--- src/rtl/cal_core_row_sched.sv ---
// Row scheduler for the calibration core: walks the rows of a frame, streams H/alpha
// from the host buffers into the core, and republishes each row's beta tagged with its row.
module cal_core_row_sched #(
    parameter int unsigned J       = 14,
    parameter int unsigned I       = 7,
    parameter int unsigned A       = 2,
    parameter int unsigned TIMEOUT = 4096,
    localparam int unsigned RW     = $clog2(I),
    localparam int unsigned AW     = $clog2(I * A),
    localparam int unsigned BW     = A * 8,
    localparam int unsigned DW     = J * 8
) (
    input  logic          clk,
    input  logic          rst_n,
    input  logic          start,
    input  logic          abort,
    output logic          h_rd_en,
    output logic [RW-1:0] h_rd_addr,
    input  logic [J-1:0]  h_rd_data,
    output logic          a_rd_en,
    output logic [AW-1:0] a_rd_addr,
    input  logic [DW-1:0] a_rd_data,
    output logic [J-1:0]  core_H_row,
    output logic          core_H_row_tvalid,
    output logic [DW-1:0] core_alpha_u_col,
    output logic          core_alpha_u_col_tvalid,
    output logic          core_alpha_u_col_tlast,
    input  logic [BW-1:0] core_beta,
    input  logic          core_beta_tvalid,
    output logic [BW-1:0] beta_out,
    output logic [RW-1:0] beta_out_row,
    output logic          beta_out_valid,
    output logic          busy,
    output logic          done,
    output logic          err_timeout,
    output logic          err_spurious
);

    localparam int unsigned CW = (A > 1) ? $clog2(A) : 1;
    localparam int unsigned TW = $clog2(TIMEOUT);

    localparam logic [2:0] ST_IDLE      = 3'd0;
    localparam logic [2:0] ST_LOAD_H    = 3'd1;
    localparam logic [2:0] ST_LOAD_A    = 3'd2;
    localparam logic [2:0] ST_WAIT_BETA = 3'd3;
    localparam logic [2:0] ST_DONE      = 3'd4;

    logic [2:0]    r_state;
    logic [RW-1:0] r_row;
    logic [CW-1:0] r_col;
    logic [TW-1:0] r_timer;

    logic [2:0]    w_nxt_state;
    logic [RW-1:0] w_nxt_row;
    logic [CW-1:0] w_nxt_col;
    logic [TW-1:0] w_nxt_timer;
    logic [AW-1:0] w_nxt_a_addr;
    logic          w_accept;
    logic          w_capture;
    logic          w_timeout;
    logic          w_abort;

    logic          r_h_rd_en;
    logic [RW-1:0] r_h_rd_addr;
    logic          r_a_rd_en;
    logic          r_a_rd_last;
    logic [AW-1:0] r_a_rd_addr;
    logic          r_h_tvalid;
    logic          r_a_tvalid;
    logic          r_a_tlast;
    logic [BW-1:0] r_beta_out;
    logic [RW-1:0] r_beta_out_row;
    logic          r_beta_out_valid;
    logic          r_busy;
    logic          r_done;
    logic          r_err_timeout;
    logic          r_err_spurious;

    // Abort only acts while a frame is actively loading or waiting; DONE already ends it.
    assign w_abort = abort && ((r_state == ST_LOAD_H) || (r_state == ST_LOAD_A) ||
                               (r_state == ST_WAIT_BETA));

    // State and row/column/timer registers
    always_ff @(posedge clk or negedge rst_n) begin
        if (!rst_n) begin
            r_state <= ST_IDLE;
            r_row   <= '0;
            r_col   <= '0;
            r_timer <= '0;
        end else begin
            r_state <= w_nxt_state;
            r_row   <= w_nxt_row;
            r_col   <= w_nxt_col;
            r_timer <= w_nxt_timer;
        end
    end

    // Next-state logic
    always_comb begin
        w_nxt_state = r_state;
        w_nxt_row   = r_row;
        w_nxt_col   = r_col;
        w_nxt_timer = r_timer;
        w_accept    = 1'b0;
        w_capture   = 1'b0;
        w_timeout   = 1'b0;
        case (r_state)
            ST_IDLE: begin
                if (start) begin
                    w_nxt_state = ST_LOAD_H;
                    w_nxt_row   = '0;
                    w_accept    = 1'b1;
                end
            end
            ST_LOAD_H: begin
                w_nxt_state = ST_LOAD_A;
                w_nxt_col   = '0;
            end
            ST_LOAD_A: begin
                if (r_col == CW'(A - 1)) begin
                    w_nxt_state = ST_WAIT_BETA;
                    w_nxt_timer = '0;
                end else begin
                    w_nxt_col = r_col + CW'(1);
                end
            end
            ST_WAIT_BETA: begin
                w_nxt_timer = r_timer + TW'(1);
                // A beta arriving on the timeout cycle still counts as a result.
                if (core_beta_tvalid) begin
                    w_capture = 1'b1;
                    if (r_row == RW'(I - 1)) begin
                        w_nxt_state = ST_DONE;
                    end else begin
                        w_nxt_row   = r_row + RW'(1);
                        w_nxt_state = ST_LOAD_H;
                    end
                end else if (r_timer == TW'(TIMEOUT - 1)) begin
                    w_timeout   = 1'b1;
                    w_nxt_state = ST_DONE;
                end
            end
            ST_DONE: begin
                w_nxt_state = ST_IDLE;
            end
            default: begin
                w_nxt_state = ST_IDLE;
            end
        endcase
        if (w_abort) begin
            w_nxt_state = ST_DONE;
            w_capture   = 1'b0;
            w_timeout   = 1'b0;
        end
    end

    assign w_nxt_a_addr = AW'(32'(w_nxt_row) * A + 32'(w_nxt_col));

    // Registered read strobes, core framing, result capture and status
    always_ff @(posedge clk or negedge rst_n) begin
        if (!rst_n) begin
            r_h_rd_en        <= 1'b0;
            r_h_rd_addr      <= '0;
            r_a_rd_en        <= 1'b0;
            r_a_rd_last      <= 1'b0;
            r_a_rd_addr      <= '0;
            r_h_tvalid       <= 1'b0;
            r_a_tvalid       <= 1'b0;
            r_a_tlast        <= 1'b0;
            r_beta_out       <= '0;
            r_beta_out_row   <= '0;
            r_beta_out_valid <= 1'b0;
            r_busy           <= 1'b0;
            r_done           <= 1'b0;
            r_err_timeout    <= 1'b0;
            r_err_spurious   <= 1'b0;
        end else begin
            r_h_rd_en   <= (w_nxt_state == ST_LOAD_H);
            r_a_rd_en   <= (w_nxt_state == ST_LOAD_A);
            r_a_rd_last <= (w_nxt_state == ST_LOAD_A) && (w_nxt_col == CW'(A - 1));
            if (w_nxt_state == ST_LOAD_H) begin
                r_h_rd_addr <= w_nxt_row;
            end
            if (w_nxt_state == ST_LOAD_A) begin
                r_a_rd_addr <= w_nxt_a_addr;
            end
            // Reads already in flight when abort lands never reach the core.
            r_h_tvalid <= r_h_rd_en & ~w_abort;
            r_a_tvalid <= r_a_rd_en & ~w_abort;
            r_a_tlast  <= r_a_rd_last & r_a_rd_en & ~w_abort;

            r_beta_out_valid <= w_capture;
            if (w_capture) begin
                r_beta_out     <= core_beta;
                r_beta_out_row <= r_row;
            end

            r_busy <= (w_nxt_state != ST_IDLE);
            r_done <= (r_state == ST_DONE);

            if (w_accept) begin
                r_err_timeout <= 1'b0;
            end else if (w_timeout) begin
                r_err_timeout <= 1'b1;
            end

            if (core_beta_tvalid && (r_state != ST_WAIT_BETA)) begin
                r_err_spurious <= 1'b1;
            end else if (w_accept) begin
                r_err_spurious <= 1'b0;
            end
        end
    end

    assign h_rd_en                 = r_h_rd_en;
    assign h_rd_addr               = r_h_rd_addr;
    assign a_rd_en                 = r_a_rd_en;
    assign a_rd_addr               = r_a_rd_addr;
    assign core_H_row              = h_rd_data;
    assign core_H_row_tvalid       = r_h_tvalid;
    assign core_alpha_u_col        = a_rd_data;
    assign core_alpha_u_col_tvalid = r_a_tvalid;
    assign core_alpha_u_col_tlast  = r_a_tlast;
    assign beta_out                = r_beta_out;
    assign beta_out_row            = r_beta_out_row;
    assign beta_out_valid          = r_beta_out_valid;
    assign busy                    = r_busy;
    assign done                    = r_done;
    assign err_timeout             = r_err_timeout;
    assign err_spurious            = r_err_spurious;

endmodule

--- config.mk ---
export PLATFORM = sky130hd
export DESIGN_NAME = cal_core_row_sched
export DESIGN_NICKNAME = d
export VERILOG_FILES = /design/src/rtl/cal_core_row_sched.sv
export SDC_FILE = /design/constraint.sdc
export NUM_CORES = 1
export LEC_CHECK = 0
export BUFFER_PORTS_ARGS = -buffer_cell sky130_fd_sc_hd__buf_2
export CAP_MARGIN = 20
export CORE_AREA = 2 2 119 121
export DETAILED_ROUTE_END_ITERATION = 7
export DIE_AREA = 0 0 121 123
export HOLD_SLACK_MARGIN = 0.03
export PLACE_DENSITY = 0.56
export SLEW_MARGIN = 20
export SYNTH_ARGS = -nofsm -noshare
export SYNTH_HDL_FRONTEND = slang
export SYNTH_SLANG_ARGS = --single-unit
--- constraint.sdc ---
create_clock -name clk -period 4.4 [get_ports clk]
set_input_delay 0 -clock clk [delete_from_list [all_inputs] [get_ports clk]]
set_output_delay 0 -clock clk [all_outputs]
set_load 0.01 [all_outputs]
==> results of run 1 <==
per-stage QoR:
stage	hold slack, ns	instance area [um2]	util (%)	std cells	setup WS (ns)
2_1_floorplan	-0.296	3320	-	321	2.52
3_3_place_gp	0.0000686	2850	20.9	423	1.88
3_5_place_dp	0.0000686	2850	20.9	423	1.85
synthesized netlist by cell type, types with 2 or more instances:
| cell type | instances | share of area, % |
|---|---|---|
| buf_4 | 126 | 28 |
| dfrtp_1 | 56 | 42 |
| mux2_2 | 24 | 8.1 |
| o21ai_0 | 16 | 2.4 |
| nand2_1 | 14 | 1.6 |
| nand3_1 | 9 | 1.4 |
| nor2_1 | 9 | 1.0 |
| buf_2 | 6 | 0.90 |
| a31oi_1 | 4 | 0.75 |
| and2_1 | 4 | 0.75 |
| and3_1 | 4 | 0.75 |
| o211ai_1 | 4 | 0.90 |
| o31ai_1 | 4 | 0.90 |
| clkbuf_1 | 3 | 0.34 |
| ha_1 | 3 | 1.1 |
| inv_1 | 3 | 0.34 |
| a21oi_1 | 2 | 0.30 |
| a22o_1 | 2 | 0.53 |
| and4_1 | 2 | 0.53 |
| nand2b_1 | 2 | 0.38 |
| nand4_1 | 2 | 0.38 |
| nor3_1 | 2 | 0.30 |
logic make-up after synthesis:
kind of cell / synth area share [%]
buf+inv: 30.1
flops: 42.2
fa+ha+maj: 1.13
mux: 8.14
compound gates: 8.55
simple gates: 9.91
==> flow_summary_export.csv, run 1 <==
group,metric,value,unit
synth,ys_ff_latch,56,
clocking,clock-sinks,56,
run_status,status,"stopped before the end",
place,numPortBuffers,56,
clocking,cts_setup_buffers,0,
synth,syn_inst,321,
clocking,htreeDepth,2,
floorplan,rows,43,
synth,ys_warn_count,0,
floorplan,die_y,123,um
synth,ys_dominant_reg_cell,"dfrtp_1",
clocking,cts_resized,0,
floorplan,die_w,121,um
synth,synth.distinct_cells,42,
synth,ys_seq_area_share,42.2,%
synth,avgSynthCellArea,10.3,um2
clocking,clock_tree.root_cell,"clkbuf_16",
place,gp_routability_congestion,0.802,
floorplan,start_util,24.4,%
synth,synth_area,3320,um2
synth,synthArstFlopShare,100,%
run_status,stop_stage,"4_1_cts",
clocking,cts_max_path_buffers,2,
clocking,hold_buffers,101,
synth,synth-edff-count,0,
clocking,numCtsBuffers,5,
place,dp_hpwl,4.88,mm
floorplan,io_pins,309,
run_status,error_line,"[ERROR RSZ-0060] Max buffer count reached.",
synth,synth_fp_nets,471,
==> run 2: changes to the inputs <==
- CORE_AREA: 2 2 119 121 -> 2 2 118 120
- DIE_AREA: 0 0 121 123 -> 0 0 120 122
- HOLD_SLACK_MARGIN: 0.03 -> not set
- PLACE_DENSITY: 0.56 -> not set
- PLACE_DENSITY_LB_ADDON: not set -> 0.15
==> flow_summary_export.csv, run 2 <==
group,metric,value,unit
worst_hold_path,worstHoldStart,"h_rd_data[2]",
routing,avgViaCountPerCell,4.23,
synth,synth_area,3320,um2
final_layout,fin_area,3210,um2
final_layout,largest_reg_flops,16,
power,p_clk_share,28.7,%
critical_path,critPathCaptureType,"flop",
critical_path,cp-start-kind,"flop",
critical_path,worstSetupPathType,"flop to flop",
clocking,numCtsBuffers,5,
power,pwr-share-seq,44.5,%
synth,ys_top_cells_by_area,"dfrtp_1 42%, buf_4 28%, mux2_2 8.1%",
routing,wl_per_cell,15.1,um
sta,rsz0062_at_grt,"false",
clocking,htreeDepth,2,
clocking,clock-sinks,56,
worst_hold_path,hp-class,"primary input to primary output",
sta,final_max_slew_viol_count,0,
power,ir_worst_vdd,0.143,mV
grt,antenna_found_initial,0,
synth,synth.distinct_cells,42,
clocking,cts_tree,"built",
synth,synth_top_area_share,42.2,%
routing,drt-total-wl,6.76,mm
flow_run,cap_violations,0,
run_status,status,"complete, no violations",
grt,grt_pass1_wl,10.2,mm
place,placed_cell_area,2850,um2
grt,grt_max_degree,57,
critical_path,reg2reg_from,"r_state[2]",
worst_hold_path,holdPathStages,0,
synth,ys_dominant_reg_cell,"dfrtp_1",
routing,postRouteAntennaNets,0,
power,power.share.switching,29.8,%
critical_path,rr_worst_depth,3,
synth,ys_seq_area_share,42.2,%
worst_hold_path,worstHoldEndpoint,"core_H_row[2]",
synth,synth_top_cell_by_area,"dfrtp_1",
synth,ys_warn_count,0,
critical_path,arrival,2.78,ns
critical_path,critical_path_required,4.57,ns
floorplan,start_util,24.6,%
grt,grt_overflow_total,0,
final_layout,layout_common_cells,"56 x dfrtp_1, 56 x buf_2, 24 x mux2_2",
synth,synthArstFlopShare,100,%
place,dp_hpwl,4.79,mm
synth,synth_fp_nets,471,
synth,syn_inst,321,
sta,setup_viol,0,
power,internal_power,1180,uW
sta,worst_pin_slew,0.964,ns
sta,hold_violations,0,
critical_path,r2r_end,"beta_out[14]",
sta,fin_skew,0.00557,ns
final_layout,syn_to_final_growth,-3.35,%
grt,first_global_vias,1912,
routing,drt-pass1-iter-count,5,
power,p_switching,500,uW
routing,drtIter0Drc,81,
power,p_leak,0.00156,uW
synth,synth_commonest_cells,"126 x buf_4, 56 x dfrtp_1, 24 x mux2_2",
clocking,hold_buffers,18,
clocking,cts.clk_slew.worst_paths,0.07,ns
sta,slew-limit-headroom,35.5,%
floorplan,die_w,120,um
floorplan,rows,43,
final_layout,nets,418,
sta,holdWs,0.00000336,ns
synth,synth-edff-count,0,
place,numPortBuffers,56,
power,pwr-share-comb,26.8,%
critical_path,r2r_setup_slack,1.79,ns
clocking,cts_resized,0,
sta,fin_crit_sh,59.3,%
final_layout,drive_gt1_share,35.3,%
clocking,insertion_delay,0.29,ns
critical_path,critPathMaxFanout,20,
grt,grtUsageTotal,9.00,%
floorplan,die_y,122,um
synth,avgSynthCellArea,10.3,um2
sta,fin_tns_setup,0,ns
sta,min_period,2.61,ns
floorplan,dieArea,14600,um2
power,powerDensity,524,nW/um2
final_layout,num_antenna_cells,0,
routing,vias,1901,
sta,fmax,383,MHz
place,gp_routability_congestion,0.668,
floorplan,io_pins,309,
floorplan,design.core.area,13500,um2
routing,drcViolationCount,0,
synth,ys_ff_latch,56,
clocking,cts_setup_buffers,0,
clocking,cts_max_path_buffers,2,
clocking,clock_tree.root_cell,"clkbuf_16",
synth,synthMostInstantiatedCell,"buf_4",
-- run 2: cell counts after synthesis --
Identical to the previous run, type by type.
-- run 2: kinds of logic after synthesis --
group	Yosys count	share of synthesized area, %
buffers and inverters	138	30.1
and+or+nand+nor	59	9.91
DFF	56	42.2
AOI/OAI and AO/OA	41	8.55
muxes	24	8.14
adders and majority gates	3	1.13
-- run 2: power groups by stage --
stage                     registers (uW)  logic, uW  clock network, uW
after global placement               756        451                  0
final                                747        451                482
after floorplan                      783        357                  0
after global routing                 768        507                523
after CTS                            750        463                507
after detailed placement             760        450                  0
-- run 2: layer usage --
layer / GRT usage, % / vias up / part of all wire [%]
met4: 7.35 / 0 / 5.4
li1: - / 852 / -
met1: 9.54 / 899 / 40
met2: 14.7 / 100 / 46
met5: 0 / - / 0
met3: 2.90 / 50 / 8.8
-- run 2: area by class of cell --
type	count	area [um2]
Tap cell	180	225
Clock inverter	1	30.0
Multi-Input combinational cell	127	921
Inverter	3	11.3
Timing Repair Buffer	75	468
Clock buffer	7	153
Sequential cell	56	1400
Fill cell	1433	10300
-- run 2: worst max-delay path by stage --
stage / cells past startpoint / slack (ns) / endpoint / startpoint
6_report: 3 / 1.79 / beta_out[14] / r_state[2]
5_1_grt: 3 / 1.48 / beta_out[2] / r_state[2]
4_1_cts: 3 / 1.69 / beta_out[15] / r_state[2]
3_5_place_dp: 3 / 1.72 / beta_out[15] / r_state[2]
3_3_place_gp: 3 / 1.76 / beta_out[7] / r_state[2]
2_1_floorplan: 6 / 2.52 / h_rd_addr[0] / r_row[0]
-- run 2: stage by stage --
stage	setup WS, ns	total power, uW	util [%]	cells
global route	1.48	1800	23.8	449
detailed placement	1.72	1210	21.1	423
floorplan	2.52	1140	-	321
finish	1.79	1680	23.8	449
CTS	1.69	1720	23.8	449
global placement	1.76	1210	21.1	423
-- run 2: worst max-delay path, cell delays in order, from the launching register on --
cell	delay, ns
dfrtp_1	0.53
and3b_1	0.60
nand3_1	0.81
mux2_2	0.55
Power figures use the tool's default switching activity.
